[src/rtl/mul_div_unit.sv]
// Iterative multiply/divide unit with architectural HI/LO registers.
// Shift-add multiply and restoring divide, one bit per cycle, with MADD/MSUB accumulate.
module mul_div_unit #(
    parameter int WIDTH = 32
) (
    input  logic             Clk,
    input  logic             Reset,
    input  logic             Start,
    input  logic [2:0]       Op,
    input  logic [WIDTH-1:0] A,
    input  logic [WIDTH-1:0] B,
    input  logic             Flush,
    output logic             Busy,
    output logic             Done,
    output logic             DivZero,
    output logic [WIDTH-1:0] Hi,
    output logic [WIDTH-1:0] Lo
);

    localparam int CNT_W = $clog2(WIDTH) + 1;

    localparam logic [2:0] OP_MULT  = 3'b000;
    localparam logic [2:0] OP_MULTU = 3'b001;
    localparam logic [2:0] OP_DIV   = 3'b010;
    localparam logic [2:0] OP_DIVU  = 3'b011;
    localparam logic [2:0] OP_MADD  = 3'b100;
    localparam logic [2:0] OP_MSUB  = 3'b101;
    localparam logic [2:0] OP_MTHI  = 3'b110;
    localparam logic [2:0] OP_MTLO  = 3'b111;

    typedef enum logic [1:0] {
        S_IDLE   = 2'd0,
        S_CALC   = 2'd1,
        S_FINISH = 2'd2
    } state_t;

    state_t               r_state;
    logic [CNT_W-1:0]     r_cnt;
    logic [2:0]           r_op;
    logic [WIDTH-1:0]     r_opnd;
    logic [2*WIDTH-1:0]   r_acc;
    logic                 r_neg_q;
    logic                 r_neg_r;
    logic                 r_busy;
    logic                 r_done;
    logic                 r_divzero;
    logic [WIDTH-1:0]     r_hi;
    logic [WIDTH-1:0]     r_lo;

    logic                 w_signed_op;
    logic                 w_div_launch;
    logic                 w_a_neg;
    logic                 w_b_neg;
    logic [WIDTH-1:0]     w_abs_a;
    logic [WIDTH-1:0]     w_abs_b;
    logic                 w_is_div;
    logic [WIDTH:0]       w_mul_sum;
    logic [2*WIDTH-1:0]   w_mul_next;
    logic [WIDTH:0]       w_div_shift;
    logic [WIDTH:0]       w_div_diff;
    logic                 w_div_ok;
    logic [2*WIDTH-1:0]   w_div_next;
    logic [2*WIDTH-1:0]   w_step;
    logic [WIDTH-1:0]     w_quo_s;
    logic [WIDTH-1:0]     w_rem_s;
    logic [2*WIDTH-1:0]   w_prod_s;
    logic [2*WIDTH-1:0]   w_hilo;
    logic [2*WIDTH-1:0]   w_madd;
    logic [2*WIDTH-1:0]   w_msub;

    // Handshake: Start is taken only in IDLE when Flush is low; Busy stays high from the
    // accepting edge until the Done edge, and Busy is already low in the Done cycle.
    always_comb begin
        w_signed_op  = (Op == OP_MULT) || (Op == OP_DIV) || (Op == OP_MADD) || (Op == OP_MSUB);
        w_div_launch = (Op == OP_DIV) || (Op == OP_DIVU);
        w_a_neg      = w_signed_op && A[WIDTH-1];
        w_b_neg      = w_signed_op && B[WIDTH-1];
        w_abs_a      = w_a_neg ? -A : A;
        w_abs_b      = w_b_neg ? -B : B;
        w_is_div     = (r_op == OP_DIV) || (r_op == OP_DIVU);

        // Multiply: product shifts right, multiplier bits consumed from the LSB
        w_mul_sum    = {1'b0, r_acc[2*WIDTH-1:WIDTH]} + (r_acc[0] ? {1'b0, r_opnd} : '0);
        w_mul_next   = {w_mul_sum, r_acc[WIDTH-1:1]};

        // Divide: upper half is the partial remainder, lower half dividend/quotient
        w_div_shift  = {r_acc[2*WIDTH-1:WIDTH], r_acc[WIDTH-1]};
        w_div_diff   = w_div_shift - {1'b0, r_opnd};
        w_div_ok     = ~w_div_diff[WIDTH];
        w_div_next   = {(w_div_ok ? w_div_diff[WIDTH-1:0] : w_div_shift[WIDTH-1:0]),
                        r_acc[WIDTH-2:0], w_div_ok};

        w_step       = w_is_div ? w_div_next : w_mul_next;

        w_quo_s      = r_neg_q ? -r_acc[WIDTH-1:0] : r_acc[WIDTH-1:0];
        w_rem_s      = r_neg_r ? -r_acc[2*WIDTH-1:WIDTH] : r_acc[2*WIDTH-1:WIDTH];
        w_prod_s     = r_neg_q ? -r_acc : r_acc;
        w_hilo       = {r_hi, r_lo};
        w_madd       = w_hilo + w_prod_s;
        w_msub       = w_hilo - w_prod_s;
    end

    always_ff @(posedge Clk) begin
        if (Reset) begin
            r_state   <= S_IDLE;
            r_cnt     <= '0;
            r_op      <= OP_MULT;
            r_opnd    <= '0;
            r_acc     <= '0;
            r_neg_q   <= 1'b0;
            r_neg_r   <= 1'b0;
            r_busy    <= 1'b0;
            r_done    <= 1'b0;
            r_divzero <= 1'b0;
            r_hi      <= '0;
            r_lo      <= '0;
        end else begin
            r_done <= 1'b0;
            case (r_state)
                S_IDLE: begin
                    if (Start && !Flush) begin
                        r_op <= Op;
                        if (Op == OP_MTHI) begin
                            r_hi      <= A;
                            r_done    <= 1'b1;
                            r_divzero <= 1'b0;
                        end else if (Op == OP_MTLO) begin
                            r_lo      <= A;
                            r_done    <= 1'b1;
                            r_divzero <= 1'b0;
                        end else if (w_div_launch && (B == '0)) begin
                            r_divzero <= 1'b1;
                            r_done    <= 1'b1;
                        end else begin
                            r_divzero <= 1'b0;
                            r_cnt     <= CNT_W'(WIDTH);
                            r_neg_q   <= w_a_neg ^ w_b_neg;
                            r_neg_r   <= w_a_neg;
                            r_busy    <= 1'b1;
                            r_state   <= S_CALC;
                            if (w_div_launch) begin
                                r_acc  <= {{WIDTH{1'b0}}, w_abs_a};
                                r_opnd <= w_abs_b;
                            end else begin
                                r_acc  <= {{WIDTH{1'b0}}, w_abs_b};
                                r_opnd <= w_abs_a;
                            end
                        end
                    end
                end
                S_CALC: begin
                    if (Flush) begin
                        r_busy  <= 1'b0;
                        r_state <= S_IDLE;
                    end else begin
                        r_acc <= w_step;
                        r_cnt <= r_cnt - CNT_W'(1);
                        if (r_cnt == CNT_W'(1)) begin
                            r_state <= S_FINISH;
                        end
                    end
                end
                S_FINISH: begin
                    if (Flush) begin
                        r_busy  <= 1'b0;
                        r_state <= S_IDLE;
                    end else begin
                        case (r_op)
                            OP_MULT, OP_MULTU: {r_hi, r_lo} <= w_prod_s;
                            OP_DIV, OP_DIVU: begin
                                r_lo <= w_quo_s;
                                r_hi <= w_rem_s;
                            end
                            OP_MADD: {r_hi, r_lo} <= w_madd;
                            OP_MSUB: {r_hi, r_lo} <= w_msub;
                            default: ;
                        endcase
                        r_done  <= 1'b1;
                        r_busy  <= 1'b0;
                        r_state <= S_IDLE;
                    end
                end
                default: begin
                    r_busy  <= 1'b0;
                    r_state <= S_IDLE;
                end
            endcase
        end
    end

    assign Busy    = r_busy;
    assign Done    = r_done;
    assign DivZero = r_divzero;
    assign Hi      = r_hi;
    assign Lo      = r_lo;

endmodule

[config.mk]
export PLATFORM = sky130hd
export DESIGN_NAME = mul_div_unit
export DESIGN_NICKNAME = d
export VERILOG_FILES = /design/src/rtl/mul_div_unit.sv
export SDC_FILE = /design/constraint.sdc
export NUM_CORES = 1
export LEC_CHECK = 0
export BUFFER_PORTS_ARGS = -buffer_cell sky130_fd_sc_hd__buf_2
export CAP_MARGIN = 20
export CORE_ASPECT_RATIO = 1.1
export CORE_MARGIN = 2
export CORE_UTILIZATION = 59
export CTS_BUF_LIST = sky130_fd_sc_hd__clkbuf_8
export DETAILED_ROUTE_END_ITERATION = 8
export GPL_ROUTABILITY_DRIVEN = 0
export PLACE_DENSITY = 0.88
export SLEW_MARGIN = 25
export SYNTH_ARGS = -nofsm -noshare
export SYNTH_HDL_FRONTEND = slang
export SYNTH_SLANG_ARGS = --single-unit
export TNS_END_PERCENT = 20
[constraint.sdc]
create_clock -name Clk -period 4.7 [get_ports Clk]
set_clock_uncertainty 0.1 [all_clocks]
set_input_delay 0.235 -clock Clk [delete_from_list [all_inputs] [get_ports Clk]]
set_output_delay 0.235 -clock Clk [all_outputs]
set_load 0.005 [all_outputs]
==> impl_metrics.py, run 1 <==
metrics = {
    "yosys": {
        "synth.cell_area_sq_um": 24200,
        "avgSynthCellArea_sq_um": 6.82,
        "syn_nets": 3839,
        "synthFlopType": "dfxtp_1",
        "synth_top_area_cell": "dfxtp_1",
        "ys_warn_count": 0,
        "ys_types": 89,
        "postSynthCellCount": 3552,
        "yosys_register_bits": 176,
        "synth_top_area_frac": 0.146,
        "synthTopCellsByArea": "dfxtp_1 (15%), ha_1 (11%), a21oi_1 (8.0%)",
        "synth_edf_count": 0,
        "synthArstFlopShare": 0,
        "ys_seq_area_frac": 0.146,
    },
    "floorplan": {
        "io_pins": 138,
        "die_h_um": 216,
        "die_x_um": 197,
        "start_util": 0.600,
        "num_rows": 77,
    },
    "clocking": {
        "cts.htree.levels": 4,
        "cts_max_path_buffers": 2,
        "cts_num_sinks": 176,
        "cts_root_buffer": "clkbuf_8",
        "cts_inserted_buffers": 17,
    },
    "global_route": {
        "grt_use_total": 0.788,
        "overflow": 3,
        "grt_max_degree": 110,
    },
    "place": {
        "dpl.hpwl_um": 81400,
        "placed_cells": 4559,
        "port_buffers": 137,
        "place_ws_ps": -857,
        "place_area_sq_um": 29300,
    },
    "outcome": {
        "status": "did not finish",
        "haltStage": "global routing (5_1_grt)",
        "tool.error": "[ERROR GRT-0232] Routing congestion too high. Check the congestion heatmap in the GUI.",
    },
}
==> metal layers <==
metal  GRT overflow  GRT usage
met5              0      0.679
met4              0      0.712
met3              0      0.744
met2              3      0.889
met1              0      0.770
==> timing repair <==
item / 4_1_cts
pin swaps: 61
resized for setup: 222
hold endpoints to repair: 4
setup buffers: 32
endpoints found under the setup margin: 46
hold buffers: 5
==> through the flow <==
step	hold slack, ps	TNS (ps)
4_1_cts	0.260	-3230
3_5_place_dp	343	-18640
2_1_floorplan	214	-61.2
3_3_place_gp	340	-8580
==> Yosys cell counts, types with 36 or more instances <==
library cell and count:
a211oi_1 42, a21o_1 58, a21oi_1 386, clkbuf_1 202, dfxtp_1 176, ha_1 212, inv_1 198, mux2i_1 51
nand2_1 378, nand3_1 88, nand4_1 36, nor2_1 332, nor3_1 109, nor4_1 62, o211ai_1 70, o21ai_0 236
o21bai_1 39, o31ai_1 64, xnor2_1 147, xor2_1 121
==> logic make-up after synthesis <==
logic type                 share of synthesized area
AOI/OAI and AO/OA                              0.322
xor gates and xnor gates                      0.0976
and+or+nand+nor                                0.230
DFF                                            0.146
muxes                                         0.0225
buffers and inverters                         0.0694
adders and majority gates                      0.113
==> run 2: changes to the inputs <==
Settings changed: CORE_ASPECT_RATIO 1.1 to unset, CORE_UTILIZATION 59 to 40, CTS_BUF_LIST sky130_fd_sc_hd__clkbuf_8 to unset, PLACE_DENSITY 0.88 to unset, PLACE_DENSITY_LB_ADDON set to 0.15.
Clock period 4.7 ns to 6.11 ns, I/O delays scaled along.
==> impl_metrics.py, run 2 <==
metrics = {
    "yosys": {
        "synthArstFlopShare": 0,
        "synth_top_area_cell": "dfxtp_1",
        "ys_types": 89,
        "ys_top_cells_by_count": "a21oi_1 (386), nand2_1 (378), nor2_1 (332)",
        "avgSynthCellArea_sq_um": 6.82,
        "postSynthCellCount": 3552,
        "yosys_register_bits": 176,
        "yosysMostFrequentCell": "a21oi_1",
        "synth_top_area_frac": 0.146,
        "syn_nets": 3839,
        "ys_warn_count": 0,
        "synth_edf_count": 0,
        "synthTopCellsByArea": "dfxtp_1 (15%), ha_1 (11%), a21oi_1 (8.0%)",
        "synthFlopType": "dfxtp_1",
        "ys_seq_area_frac": 0.146,
        "synth.cell_area_sq_um": 24200,
    },
    "floorplan": {
        "num_rows": 90,
        "die_x_um": 250,
        "io_pins": 138,
        "die_area_sq_um": 62500,
        "coreArea_sq_um": 60100,
        "die_h_um": 250,
        "start_util": 0.403,
    },
    "pwr": {
        "pwr_density_cell_nw_per_um2": 156,
        "intPower_w": 0.00233,
        "swShare": 0.435,
        "comb_power_share": 0.417,
        "peakVddDrop_mv": 0.154,
        "total_power_w": 0.00413,
        "clock_power_share": 0.278,
        "netSwitchingPower_w": 0.00180,
        "leakage_nw": 11.0,
        "seqPwrFrac": 0.305,
    },
    "worst_setup_path": {
        "critPathArrivalTime_ps": 6050,
        "crit_type": "reg -> reg",
        "cp_slowest_cell": "nor3_1",
        "startpoint_type": "register",
        "crit_chain": "nor3_1, nand4_2, or3_4, or3_4, or3_4, or4_4, o21ai_4, xor2_2, inv_1, ha_1, inv_1, o21bai_1, a21oi_1, o31ai_1, a21oi_1, nor2b_1, a2111oi_0, o21ai_0, o211ai_1, xnor2_1, a21oi_1",
        "cp.required_ps": 6360,
        "critPathCaptureType": "register",
        "cp_max_fo": 5,
        "slowest_delay_ps": 510,
    },
    "global_route": {
        "grt_max_degree": 68,
        "grt_first_pass_wirelength_um": 155000,
        "grt_use_total": 0.320,
        "antenna_found_initial": 2,
        "overflow": 0,
        "grt_pass1_vias": 24491,
    },
    "sta": {
        "slew_violations": 0,
        "finalCritPeriodShare": 0.949,
        "finalCriticalPeriod_ps": 5800,
        "tightest_slew_ps": 1050,
        "fin_setup_tns_ps": 0,
        "finalWorstSetupSlack_ps": 314,
        "setup_violations": 0,
        "maxSlewHeadroom": 0.296,
        "fin_hold_ws_ps": 23.4,
        "finalHoldViolations": 0,
        "max_freq_mhz": 173,
        "grt_setup_unrepaired": "no",
    },
    "outcome": {
        "status": "complete, no violations",
    },
    "place": {
        "port_buffers": 137,
        "place_ws_ps": 102,
        "dpl.hpwl_um": 82000,
        "placed_cells": 4343,
    },
    "clocking": {
        "cts_root_buffer": "clkbuf_16",
        "cts_max_path_buffers": 2,
        "cts_num_sinks": 176,
        "path_clk_slew_ps": 90,
        "clk_latency_ps": 480,
        "cts_inserted_buffers": 17,
        "cts_tree": "done",
        "cts.htree.levels": 4,
    },
    "route": {
        "vias_per_cell": 6.28,
        "drtIter0Drc": 3569,
        "dr.pass1.iters": 6,
        "ant_nets": 0,
        "routedWlPerCell_um": 23.7,
        "wirelength_um": 104000,
        "vias": 27467,
        "drc_errors": 0,
    },
    "finish": {
        "fillers": 6432,
        "mostFrequentLayoutCells": "a21oi_1 (386), nand2_1 (377), nor2_1 (331)",
        "antenna_cells": 0,
        "num-nets-final": 3868,
        "regMostFlops": "r_acc",
        "drive_above_1_share": 0.0977,
        "syn_to_final_growth_pct": 9.62,
        "largest_reg_flops": 64,
        "fin_cells": 4376,
        "final_common_cell": "a21oi_1",
    },
    "run": {
        "max_cap_violations": 0,
    },
    "hold_path": {
        "min_path_type": "in -> reg",
    },
}
## run 2: cell counts after synthesis
No cell type changed its count.
## run 2: layout make-up
cell class,instances,area (sq um),share of cell area
multi-input cells,2937,19200,0.722
flip-flops and latches,176,3530,0.133
repair buffers,249,1540,0.0579
well taps,782,978,0.0369
inverters,200,751,0.0283
clock buffers,18,439,0.0166
clock inverters,14,141,0.00533
## run 2: what timing repair did
| item | in CTS | in global routing |
|---|---|---|
| endpoints found under the setup margin | 0 | 14 |
| gates resized for setup | 0 | 11 |
| setup buffers | 0 | 0 |
| hold buffers | 0 | 0 |
## run 2: cells by family (layout without fill, tap and decap cells)
| kind of cell | after synthesis | count (layout) | synth area share |
|---|---|---|---|
| AOI/OAI and AO/OA | 1209 | 1209 | 0.322 |
| xor gates and xnor gates | 269 | 269 | 0.0976 |
| adders and majority gates | 216 | 216 | 0.113 |
| buffers and inverters | 439 | 481 | 0.0694 |
| DFF | 176 | 176 | 0.146 |
| muxes | 54 | 54 | 0.0225 |
| and+or+nand+nor | 1189 | 1189 | 0.230 |
## run 2: power groups by stage
stage / combinational (W) / clock (W) / sequential, W
2_1_floorplan: 0.00113 / 0 / 0.00125
3_3_place_gp: 0.00166 / 0 / 0.00128
3_5_place_dp: 0.00165 / 0 / 0.00128
4_1_cts: 0.00166 / 0.00115 / 0.00125
5_1_grt: 0.00185 / 0.00120 / 0.00126
6_report: 0.00172 / 0.00115 / 0.00126
## run 2: final timing paths
check / slack [ps] / startpoint / to / cells past startpoint
setup / recovery: 310 / r_acc[39] / Hi[31] / 21
hold / removal: 20 / B[0] / r_opnd[0] / 3
setup reg to reg: 310 / r_acc[39] / Hi[31] / 21
hold reg to reg: 350 / r_opnd[3] / r_opnd[3] / 2
## run 2: critical path, delay by kind of cell, from the launching register on
kind	cells	cell delay, ps
AND/OR/NAND/NOR	7	2400
AO/OA/AOI/OAI	9	1770
XOR/XNOR	2	500
flip-flops	1	340
adder cells (fa/ha/maj)	1	300
buffers and inverters	2	270
## run 2: per-layer routing
metal  global-route usage  wire length (um)  up-vias
li1                     -                 -    12984
met1                0.468             47300    12859
met2                0.459             42000     1432
met3               0.0485              9610      192
met4                0.140              4840        0
met5                    0                 0        -
## run 2: metrics by stage
stage / area, sq um / utilization
final: 26500 / 0.441
after floorplan: 24200 / -
after detailed placement: 25900 / 0.430
after global routing: 26500 / 0.441
after global placement: 25900 / 0.430
after CTS: 26400 / 0.440
No activity file was read; power rests on OpenSTA's default activity.
==> run 3: changes to the inputs <==
Settings changed: PLACE_DENSITY set to 0.55, PLACE_DENSITY_LB_ADDON 0.15 to unset.
==> impl_metrics.py, run 3 (same netlist as run 2, synthesis figures left out) <==
metrics = {
    "finish": {
        "regMostFlops": "r_acc",
        "syn_to_final_growth_pct": 9.97,
        "num-nets-final": 3877,
        "fin_area_sq_um": 26600,
        "mostFrequentLayoutCells": "a21oi_1 (383), nand2_1 (378), nor2_1 (331)",
        "final_common_cell": "a21oi_1",
        "largest_reg_flops": 64,
        "drive_above_1_share": 0.0994,
    },
    "route": {
        "drtIter0Drc": 3307,
        "wirelength_um": 105000,
        "vias": 27470,
        "drc_errors": 0,
        "routedWlPerCell_um": 23.9,
        "dr.pass1.iters": 6,
        "vias_per_cell": 6.26,
        "ant_nets": 0,
    },
    "floorplan": {
        "die_area_sq_um": 62500,
        "start_util": 0.403,
        "die_h_um": 250,
        "die_x_um": 250,
        "coreArea_sq_um": 60100,
        "io_pins": 138,
        "num_rows": 90,
    },
    "clocking": {
        "cts_inserted_buffers": 17,
        "cts_num_sinks": 176,
        "cts_setup_buffers": 0,
        "path_clk_slew_ps": 80,
        "cts.htree.levels": 4,
        "cts_max_path_buffers": 2,
        "cts_root_buffer": "clkbuf_16",
        "clk_latency_ps": 470,
        "cts_tree": "done",
    },
    "worst_setup_path": {
        "cp.required_ps": 6340,
        "critPathArrivalTime_ps": 6060,
        "startpoint_type": "register",
        "crit_type": "reg -> reg",
        "cp_max_fo": 5,
        "critPathCaptureType": "register",
    },
    "sta": {
        "slew_violations": 0,
        "finalCriticalPeriod_ps": 5820,
        "finalHoldViolations": 0,
        "max_freq_mhz": 172,
        "tightest_slew_ps": 1060,
        "setup_violations": 0,
        "maxSlewHeadroom": 0.293,
        "finalCritPeriodShare": 0.953,
        "fin_setup_tns_ps": 0,
    },
    "place": {
        "dpl.hpwl_um": 82500,
        "port_buffers": 137,
        "place_area_sq_um": 26000,
    },
    "outcome": {
        "status": "complete, no violations",
    },
    "global_route": {
        "grt_first_pass_wirelength_um": 157000,
        "use_met1": 0.471,
        "grt_pass1_vias": 24979,
        "antenna_found_initial": 1,
        "grt_max_degree": 89,
        "grt_use_total": 0.324,
        "overflow": 0,
        "use_met3": 0.0617,
        "globalRouteMet2Util": 0.460,
        "top_usage_layer": "met1",
    },
    "hold_path": {
        "min_path_type": "in -> reg",
    },
    "run": {
        "max_cap_violations": 0,
    },
    "pwr": {
        "pwr_density_cell_nw_per_um2": 157,
        "peakVddDrop_mv": 0.178,
        "leakage_nw": 11.0,
    },
}
-- run 3: worst max-delay path, cell delays in order, from the launching register on --
cell and delay, ps:
dfxtp_1 350, nor3_1 480, nand4_2 230, or3_4 400, or3_4 350, or3_4 370, or4_4 450, o21ai_4 160
xor2_2 320, inv_1 80, ha_1 300, inv_1 200, o21bai_1 120, a21oi_1 340, o31ai_1 110, a21oi_1 150
nor2b_1 60, a2111oi_0 470, o21ai_0 180, o211ai_1 230, xnor2_1 160, a21oi_1 80
-- run 3: final timing paths --
kind	from	endpoint	slack [ps]	depth (start not counted)
worst max register to register	r_acc[39]	Hi[31]	290	21
worst min register to register	r_opnd[14]	r_opnd[14]	350	2
worst max-delay path	r_acc[39]	Hi[31]	290	21
worst min-delay path	B[0]	r_opnd[0]	50	3
-- run 3: report_power, final --
group / internal [W] / leakage [nW] / switching [W]
sequential: 0.00119 / 1.43 / 0.0000667
combinational: 0.000601 / 9.32 / 0.00114
clock: 0.000614 / 0.284 / 0.000565
-- run 3: stage by stage --
| stage | util | cells | hold WS (ps) | total power (W) | worst slack (ps) |
|---|---|---|---|---|---|
| global placement | 0.432 | 4352 | 342 | 0.00296 | 114 |
| floorplan | - | 3552 | 284 | 0.00238 | 994 |
| finish | 0.443 | 4388 | 51.5 | 0.00418 | 287 |
| detailed placement | 0.432 | 4352 | 344 | 0.00295 | 118 |
| CTS | 0.441 | 4384 | 36.2 | 0.00411 | 101 |
| global route | 0.443 | 4385 | 66.6 | 0.00435 | -21.3 |
-- run 3: area by class of cell --
cell class,instances,area (sq um)
timing repair buffer,258,1620
sequential,176,3530
clock inverter,13,154
tap,782,978
antenna,3,7.51
clock buffer,19,433
fill,6454,33500
multi-input combinational,2937,19200
inverter,200,751
-- run 3: layer usage --
| metal | part of all wire | vias up |
|---|---|---|
| met1 | 0.45 | 12865 |
| li1 | - | 13013 |
| met4 | 0.049 | 0 |
| met5 | 0 | - |
| met3 | 0.099 | 204 |
| met2 | 0.40 | 1388 |
-- run 3: what timing repair did --
action | CTS | global route
gates resized for setup | 0 | 14
setup endpoints to repair | 0 | 20
hold buffers | 0 | 0
